**src/rtl/div_ctrl_pkg.sv**
```systemverilog
// Shared defines for the EX stage: ALU/MEM op codes plus the encodings and
// constants used by the iterative divider controller.
package div_ctrl_pkg;

  typedef enum logic [3:0] {
    ALU_ADD  = 4'd0,
    ALU_SUB  = 4'd1,
    ALU_AND  = 4'd2,
    ALU_OR   = 4'd3,
    ALU_XOR  = 4'd4,
    ALU_NOR  = 4'd5,
    ALU_SLT  = 4'd6,
    ALU_SLTU = 4'd7,
    ALU_SLL  = 4'd8,
    ALU_SRL  = 4'd9,
    ALU_SRA  = 4'd10,
    ALU_LUI  = 4'd11
  } alu_op_e;

  typedef enum logic [2:0] {
    MEM_NONE = 3'd0,
    MEM_LB   = 3'd1,
    MEM_LBU  = 3'd2,
    MEM_LH   = 3'd3,
    MEM_LHU  = 3'd4,
    MEM_LW   = 3'd5,
    MEM_SB   = 3'd6,
    MEM_SW   = 3'd7
  } mem_op_e;

  typedef enum logic [1:0] {
    IDLE    = 2'd0,
    BY_ZERO = 2'd1,
    ON      = 2'd2,
    END     = 2'd3
  } div_state_e;

  localparam int unsigned DIV_ITER  = 32;
  localparam int unsigned DIV_RES_W = 64;
  localparam int unsigned DIV_CNT_W = 6;

  // Two's-complement negate when neg is set; 0x80000000 maps to itself.
  function automatic logic [31:0] cond_neg(input logic [31:0] v, input logic neg);
    return neg ? (~v + 32'd1) : v;
  endfunction

endpackage

```
**src/rtl/div_ctrl_div_step.sv**
```systemverilog
// div_step: one restoring shift-subtract iteration (combinational).
// Ports:
//   work_i    [63:0] {partial remainder, dividend/quotient bits}
//   divisor_i [31:0] divisor magnitude
//   work_o    [63:0] working register after one iteration
module div_step (
  input  logic [63:0] work_i,
  input  logic [31:0] divisor_i,
  output logic [63:0] work_o
);

  // Shifted remainder needs 33 bits: remainder < divisor, so 2*rem+1 can
  // exceed 32 bits for large divisors.
  logic [32:0] rem_shift;
  logic [32:0] diff;

  assign rem_shift = work_i[63:31];
  assign diff      = rem_shift - {1'b0, divisor_i};

  always_comb begin
    work_o = {rem_shift[31:0], work_i[30:0], 1'b0};
    if (rem_shift >= {1'b0, divisor_i}) begin
      work_o = {diff[31:0], work_i[30:0], 1'b1};
    end
  end

endmodule

```
**src/rtl/div_ctrl.sv**
```systemverilog
// div_ctrl: iterative 32-bit signed/unsigned divider controller for EX.
// Ports:
//   clk, rst (sync, active-high)
//   start_i    divide request, held until result consumed
//   cancel_i   abort in-flight divide (pipeline flush)
//   signed_i   1 = DIV, 0 = DIVU
//   dividend_i, divisor_i  32-bit operands
//   result_o   {remainder, quotient}
//   ready_o    result_o valid
//
// state   | meaning
// IDLE    | waiting for start_i
// BY_ZERO | divisor was zero, result forced to 0
// ON      | 32 shift-subtract iterations, then sign fix
// END     | result valid, held until start_i drops
module div_ctrl
  import div_ctrl_pkg::*;
(
  input  logic                 clk,
  input  logic                 rst,
  input  logic                 start_i,
  input  logic                 cancel_i,
  input  logic                 signed_i,
  input  logic [31:0]          dividend_i,
  input  logic [31:0]          divisor_i,
  output logic [DIV_RES_W-1:0] result_o,
  output logic                 ready_o
);

  div_state_e            state_q, state_d;
  logic [DIV_CNT_W-1:0]  count_q, count_d;
  logic [63:0]           work_q, work_d;
  logic [31:0]           divisor_q, divisor_d;
  logic                  neg_quo_q, neg_quo_d;
  logic                  neg_rem_q, neg_rem_d;
  logic [DIV_RES_W-1:0]  result_q, result_d;
  logic                  ready_q, ready_d;
  logic [63:0]           step_work;
  logic                  dvd_neg, dvs_neg;

  div_step u_step (
    .work_i    (work_q),
    .divisor_i (divisor_q),
    .work_o    (step_work)
  );

  assign dvd_neg = signed_i & dividend_i[31];
  assign dvs_neg = signed_i & divisor_i[31];

  always_comb begin
    state_d   = state_q;
    count_d   = count_q;
    work_d    = work_q;
    divisor_d = divisor_q;
    neg_quo_d = neg_quo_q;
    neg_rem_d = neg_rem_q;
    result_d  = result_q;
    ready_d   = ready_q;

    case (state_q)
      IDLE: begin
        ready_d  = 1'b0;
        result_d = '0;
        if (start_i && !cancel_i) begin
          if (divisor_i == 32'd0) begin
            state_d = BY_ZERO;
          end else begin
            state_d   = ON;
            count_d   = '0;
            work_d    = {32'd0, cond_neg(dividend_i, dvd_neg)};
            divisor_d = cond_neg(divisor_i, dvs_neg);
            neg_quo_d = dvd_neg ^ dvs_neg;
            neg_rem_d = dvd_neg;
          end
        end
      end
      BY_ZERO: begin
        state_d  = END;
        result_d = '0;
        ready_d  = 1'b1;
      end
      ON: begin
        if (count_q < DIV_CNT_W'(DIV_ITER)) begin
          work_d  = step_work;
          count_d = count_q + 1'b1;
        end else begin
          state_d  = END;
          result_d = {cond_neg(work_q[63:32], neg_rem_q),
                      cond_neg(work_q[31:0], neg_quo_q)};
          ready_d  = 1'b1;
        end
      end
      END: begin
        if (!start_i) begin
          state_d  = IDLE;
          ready_d  = 1'b0;
          result_d = '0;
        end
      end
      default: begin
        state_d  = IDLE;
        ready_d  = 1'b0;
        result_d = '0;
      end
    endcase

    // Flush wins over every other transition.
    if (cancel_i && (state_q != IDLE)) begin
      state_d  = IDLE;
      count_d  = '0;
      ready_d  = 1'b0;
      result_d = '0;
    end
  end

  always_ff @(posedge clk) begin
    if (rst) begin
      state_q   <= IDLE;
      count_q   <= '0;
      work_q    <= '0;
      divisor_q <= '0;
      neg_quo_q <= 1'b0;
      neg_rem_q <= 1'b0;
      result_q  <= '0;
      ready_q   <= 1'b0;
    end else begin
      state_q   <= state_d;
      count_q   <= count_d;
      work_q    <= work_d;
      divisor_q <= divisor_d;
      neg_quo_q <= neg_quo_d;
      neg_rem_q <= neg_rem_d;
      result_q  <= result_d;
      ready_q   <= ready_d;
    end
  end

  assign result_o = result_q;
  assign ready_o  = ready_q;

endmodule

```
**config.mk**
```make
export PLATFORM = sky130hd
export DESIGN_NAME = div_ctrl
export DESIGN_NICKNAME = d
export VERILOG_FILES = /design/src/rtl/div_ctrl_pkg.sv /design/src/rtl/div_ctrl_div_step.sv /design/src/rtl/div_ctrl.sv
export SDC_FILE = /design/constraint.sdc
export NUM_CORES = 1
export LEC_CHECK = 0
export ABC_AREA = 1
export CAP_MARGIN = 20
export CORE_AREA = 2 2 134 169
export DETAILED_ROUTE_END_ITERATION = 8
export DIE_AREA = 0 0 136 171
export PLACE_DENSITY = 0.85
export SLEW_MARGIN = 20
export SYNTH_ARGS = -nofsm -noshare
export SYNTH_HDL_FRONTEND = slang
export SYNTH_HIERARCHICAL = 1
export SYNTH_SLANG_ARGS = --single-unit
```
**constraint.sdc**
```tcl
create_clock -name clk -period 4.9 [get_ports clk]
set_input_delay 0.98 -clock clk [delete_from_list [all_inputs] [get_ports clk]]
set_output_delay 0.98 -clock clk [all_outputs]
set_load 0.02 [all_outputs]
```
==> results.yml <==
setup_path:
  worstPathCellList: "clkdlybuf4s50_1 > inv_1 > ha_1 > nand3_2 > nor2_4 > nand2_4 > nor2_4 > nand2_2 > nand3_4 > buf_4 > nand2_1 > a21oi_2"
  cp_slowest_stage_delay_ns: 0.56
  worst-path-max-fanout: 43
  r2r-start: "work_q[38]"
  critPathMostFrequentCell: "nor2_4"
  cp.arrival_ns: 3.75
  worstSetupPathType: "input pin to flip-flop"
  reg2regPathDepth: 12
  ff2ff_setup_slack_ns: 1.58
  reg2reg_to: "work_q[33]"
  startpoint_type: "input pin"
  worstPathRequired_ns: 5.28
  cp-end-kind: "flip-flop"
  cp_slowest_cell: "buf_4"
logic_synthesis:
  synth.avg_cell_area_um2: 5.997
  syn_area_um2: 13720
  ys_ff_latch: 171
  yosys_most_used_dff: "dfxtp_1"
  yosysSeqAreaShare_pct: 24.95
  ys_types: 42
  syn-num-nets: 2399
  synth_edf_count: 0
  synthCells: 2288
  ys_warn_count: 6
  async_flop_share_pct: 0
timing:
  fmax_ghz: 0.2964
  fin_skew_ns: 0.01449
  setup_viol: 0
  rsz0062_at_grt: "no"
  hold_viol_final: 0
  setup_tns_ns: 0
  slew_violations: 0
  relSlewSlack_pct: 44.04
  fin_crit_ns: 3.373
  worstMarginPinSlew_ns: 0.8384
  final.period_utilization_pct: 68.84
hold_path:
  whs_endpoint: "result_o[37]"
  holdPathStages: 2
  hp-class: "flip-flop to flip-flop"
  min_from: "result_o[37]"
cts:
  cts_made_buffers: 17
  clk_path_buf_depth: 2
  cts.sinks: 171
  clock_latency_ns: 0.45
  clkSlewWorstSetupHoldPaths_ns: 0.08
  cts_tree: "yes"
  cts-htree-levels: 4
  hold_buffers: 0
  post_cts_buffers: 0
  cts_resized: 0
  clockRootBuffer: "clkbuf_16"
place:
  dp_hpwl_um: 32310
  io_buffers: 133
  gp_congestion: 0.9866
  dpl-instance-area_um2: 14760
route:
  dr.pass1.iters: 6
  vias_per_cell: 5.645
  ant_nets: 0
  drtIter0Drc: 1016
  vias: 14840
  drcViolationCount: 0
  totalWireLength_um: 42270
  post_drt_wl_per_cell_um: 16.08
die:
  dieWidth_um: 136
  core-area_um2: 21830
  initial_utilization_pct: 62.86
  placementRows: 61
  die_area_um2: 23260
  die_y_um: 171
  ios: 134
pwr:
  p_leak_nw: 6.942
  ir_drop_mv: 0.2396
  pwr_density_cell_nw_per_um2: 319.7
  power.total_mw: 4.910
grt:
  grt_pass1_vias: 13980
  grt_antenna_before_repair: 0
  grt_busiest_layer: "met2"
  grt_max_degree: 66
  grt_usage_pct: 36.56
  overflow: 0
  use_met3_pct: 5.659
  grt_use_met1_pct: 37.89
  grt_pass1_wl_um: 67140
  use_met2_pct: 65.15
layout:
  final_area_um2: 15360
  antennaDiodeCount: 0
  drive_gt1_share_pct: 7.289
  syn_to_final_growth_pct: 11.94
  nets: 2445
run_status:
  outcome: "completed"
run:
  max_cap_viol_count: 0
[where the power goes]
| group | switching [mW] | total, mW | internal, mW |
|---|---|---|---|
| logic | 1.26 | 1.83 | 0.565 |
| clock network | 0.620 | 1.41 | 0.794 |
| registers | 0.155 | 1.67 | 1.51 |
| total | 2.04 | 4.91 | 2.87 |
[critical path: cells and delay by family]
| family | cells | cell delay (ns) |
|---|---|---|
| simple gates | 7 | 1.29 |
| compound gates | 1 | 0.17 |
| fa+ha+maj | 1 | 0.21 |
| buf+inv | 3 | 1.06 |
[cell families after synthesis]
kind of cell / after synthesis / synth area share (%)
xor+xnor: 43 / 2.745
flops: 171 / 24.95
buf+inv: 410 / 13.61
fa+ha+maj: 42 / 3.884
compound gates: 359 / 14.83
mux: 1 / 0.07295
simple gates: 1262 / 39.91
[worst max path at each step]
| stage | from | endpoint | slack, ns | cells past startpoint |
|---|---|---|---|---|
| final | divisor_i[0] | work_q[45] | 1.53 | 12 |
| after CTS | divisor_i[0] | work_q[45] | 1.56 | 12 |
| after global routing | divisor_i[0] | work_q[45] | 1.37 | 12 |
| after detailed placement | divisor_i[0] | count_q[0] | 1.14 | 12 |
| after global placement | divisor_i[0] | work_q[42] | 1.22 | 12 |
| after floorplan | divisor_i[0] | work_q[34] | 2.41 | 13 |
[cells in the final DEF, fill, tap and decap left out, types with 5 or more instances in the layout]
cell / instances
clkbuf_16: 17
a21o_1: 5
nand4_1: 25
nand3_2: 12
dfxtp_1: 171
a21oi_1: 157
xnor2_1: 7
nor2_1: 226
nor3_1: 13
a21oi_2: 52
inv_6: 5
inv_2: 5
ha_1: 40
nand3_1: 239
o21ai_0: 127
nand3b_1: 19
clkdlybuf4s50_1: 132
and2_1: 8
nand2_2: 31
inv_1: 286
nand2_1: 666
xor2_1: 36
o21ai_1: 6
buf_4: 12
nor2_2: 6
[final cells by class]
cell class | instances | area, um2
inverter | 291 | 1092
timing repair buffer | 146 | 1436
fill | 2020 | 6469
sequential | 171 | 3423
tap | 283 | 354.1
clock inverter | 12 | 151.4
clock buffer | 19 | 452.9
multi-input combinational | 1707 | 8449
[sequential cells by signal, indices dropped and copies added, names as in the netlist]
name       count
ready_o        1
neg_quo_q      1
count_q        6
result_o      64
divisor_q     32
state_q        2
work_q        64
neg_rem_q      1
[synth_stat cells, drive strengths merged, types with 2 or more instances]
master,count,area share (%)
o31ai,2,0.11
o211ai,2,0.11
o21a,2,0.11
nor3,17,0.77
xnor2,7,0.45
nand3,252,9.7
and2,8,0.36
ha,41,3.7
clkbuf,43,1.2
a31oi,2,0.091
buf,76,4.5
nand2,700,20
xor2,36,2.3
nor2,236,6.8
nand3b,19,1.0
inv,291,8.0
o21ai,136,5.0
a21oi,209,9.0
dfxtp,171,25
nand4,25,1.1
a21o,5,0.27
or2,4,0.18
[metal layers]
metal	up-vias	routed length, um
li1	7361	-
met1	6723	15420
met2	554	21210
met3	204	2005
met4	0	3629
met5	-	0
[stage by stage]
| stage | cells | hold slack [ns] | setup slack (ns) | utilization (%) |
|---|---|---|---|---|
| 3_5_place_dp | 2598 | 0.4573 | 1.144 | 67.60 |
| 3_3_place_gp | 2598 | 0.4510 | 1.218 | 67.60 |
| 6_report | 2629 | 0.4659 | 1.527 | 70.37 |
| 5_1_grt | 2629 | 0.4851 | 1.370 | 70.37 |
| 4_1_cts | 2629 | 0.4660 | 1.559 | 70.37 |
| 2_1_floorplan | 2288 | 0.4331 | 2.411 | - |
(Power assumes the default switching activity.)
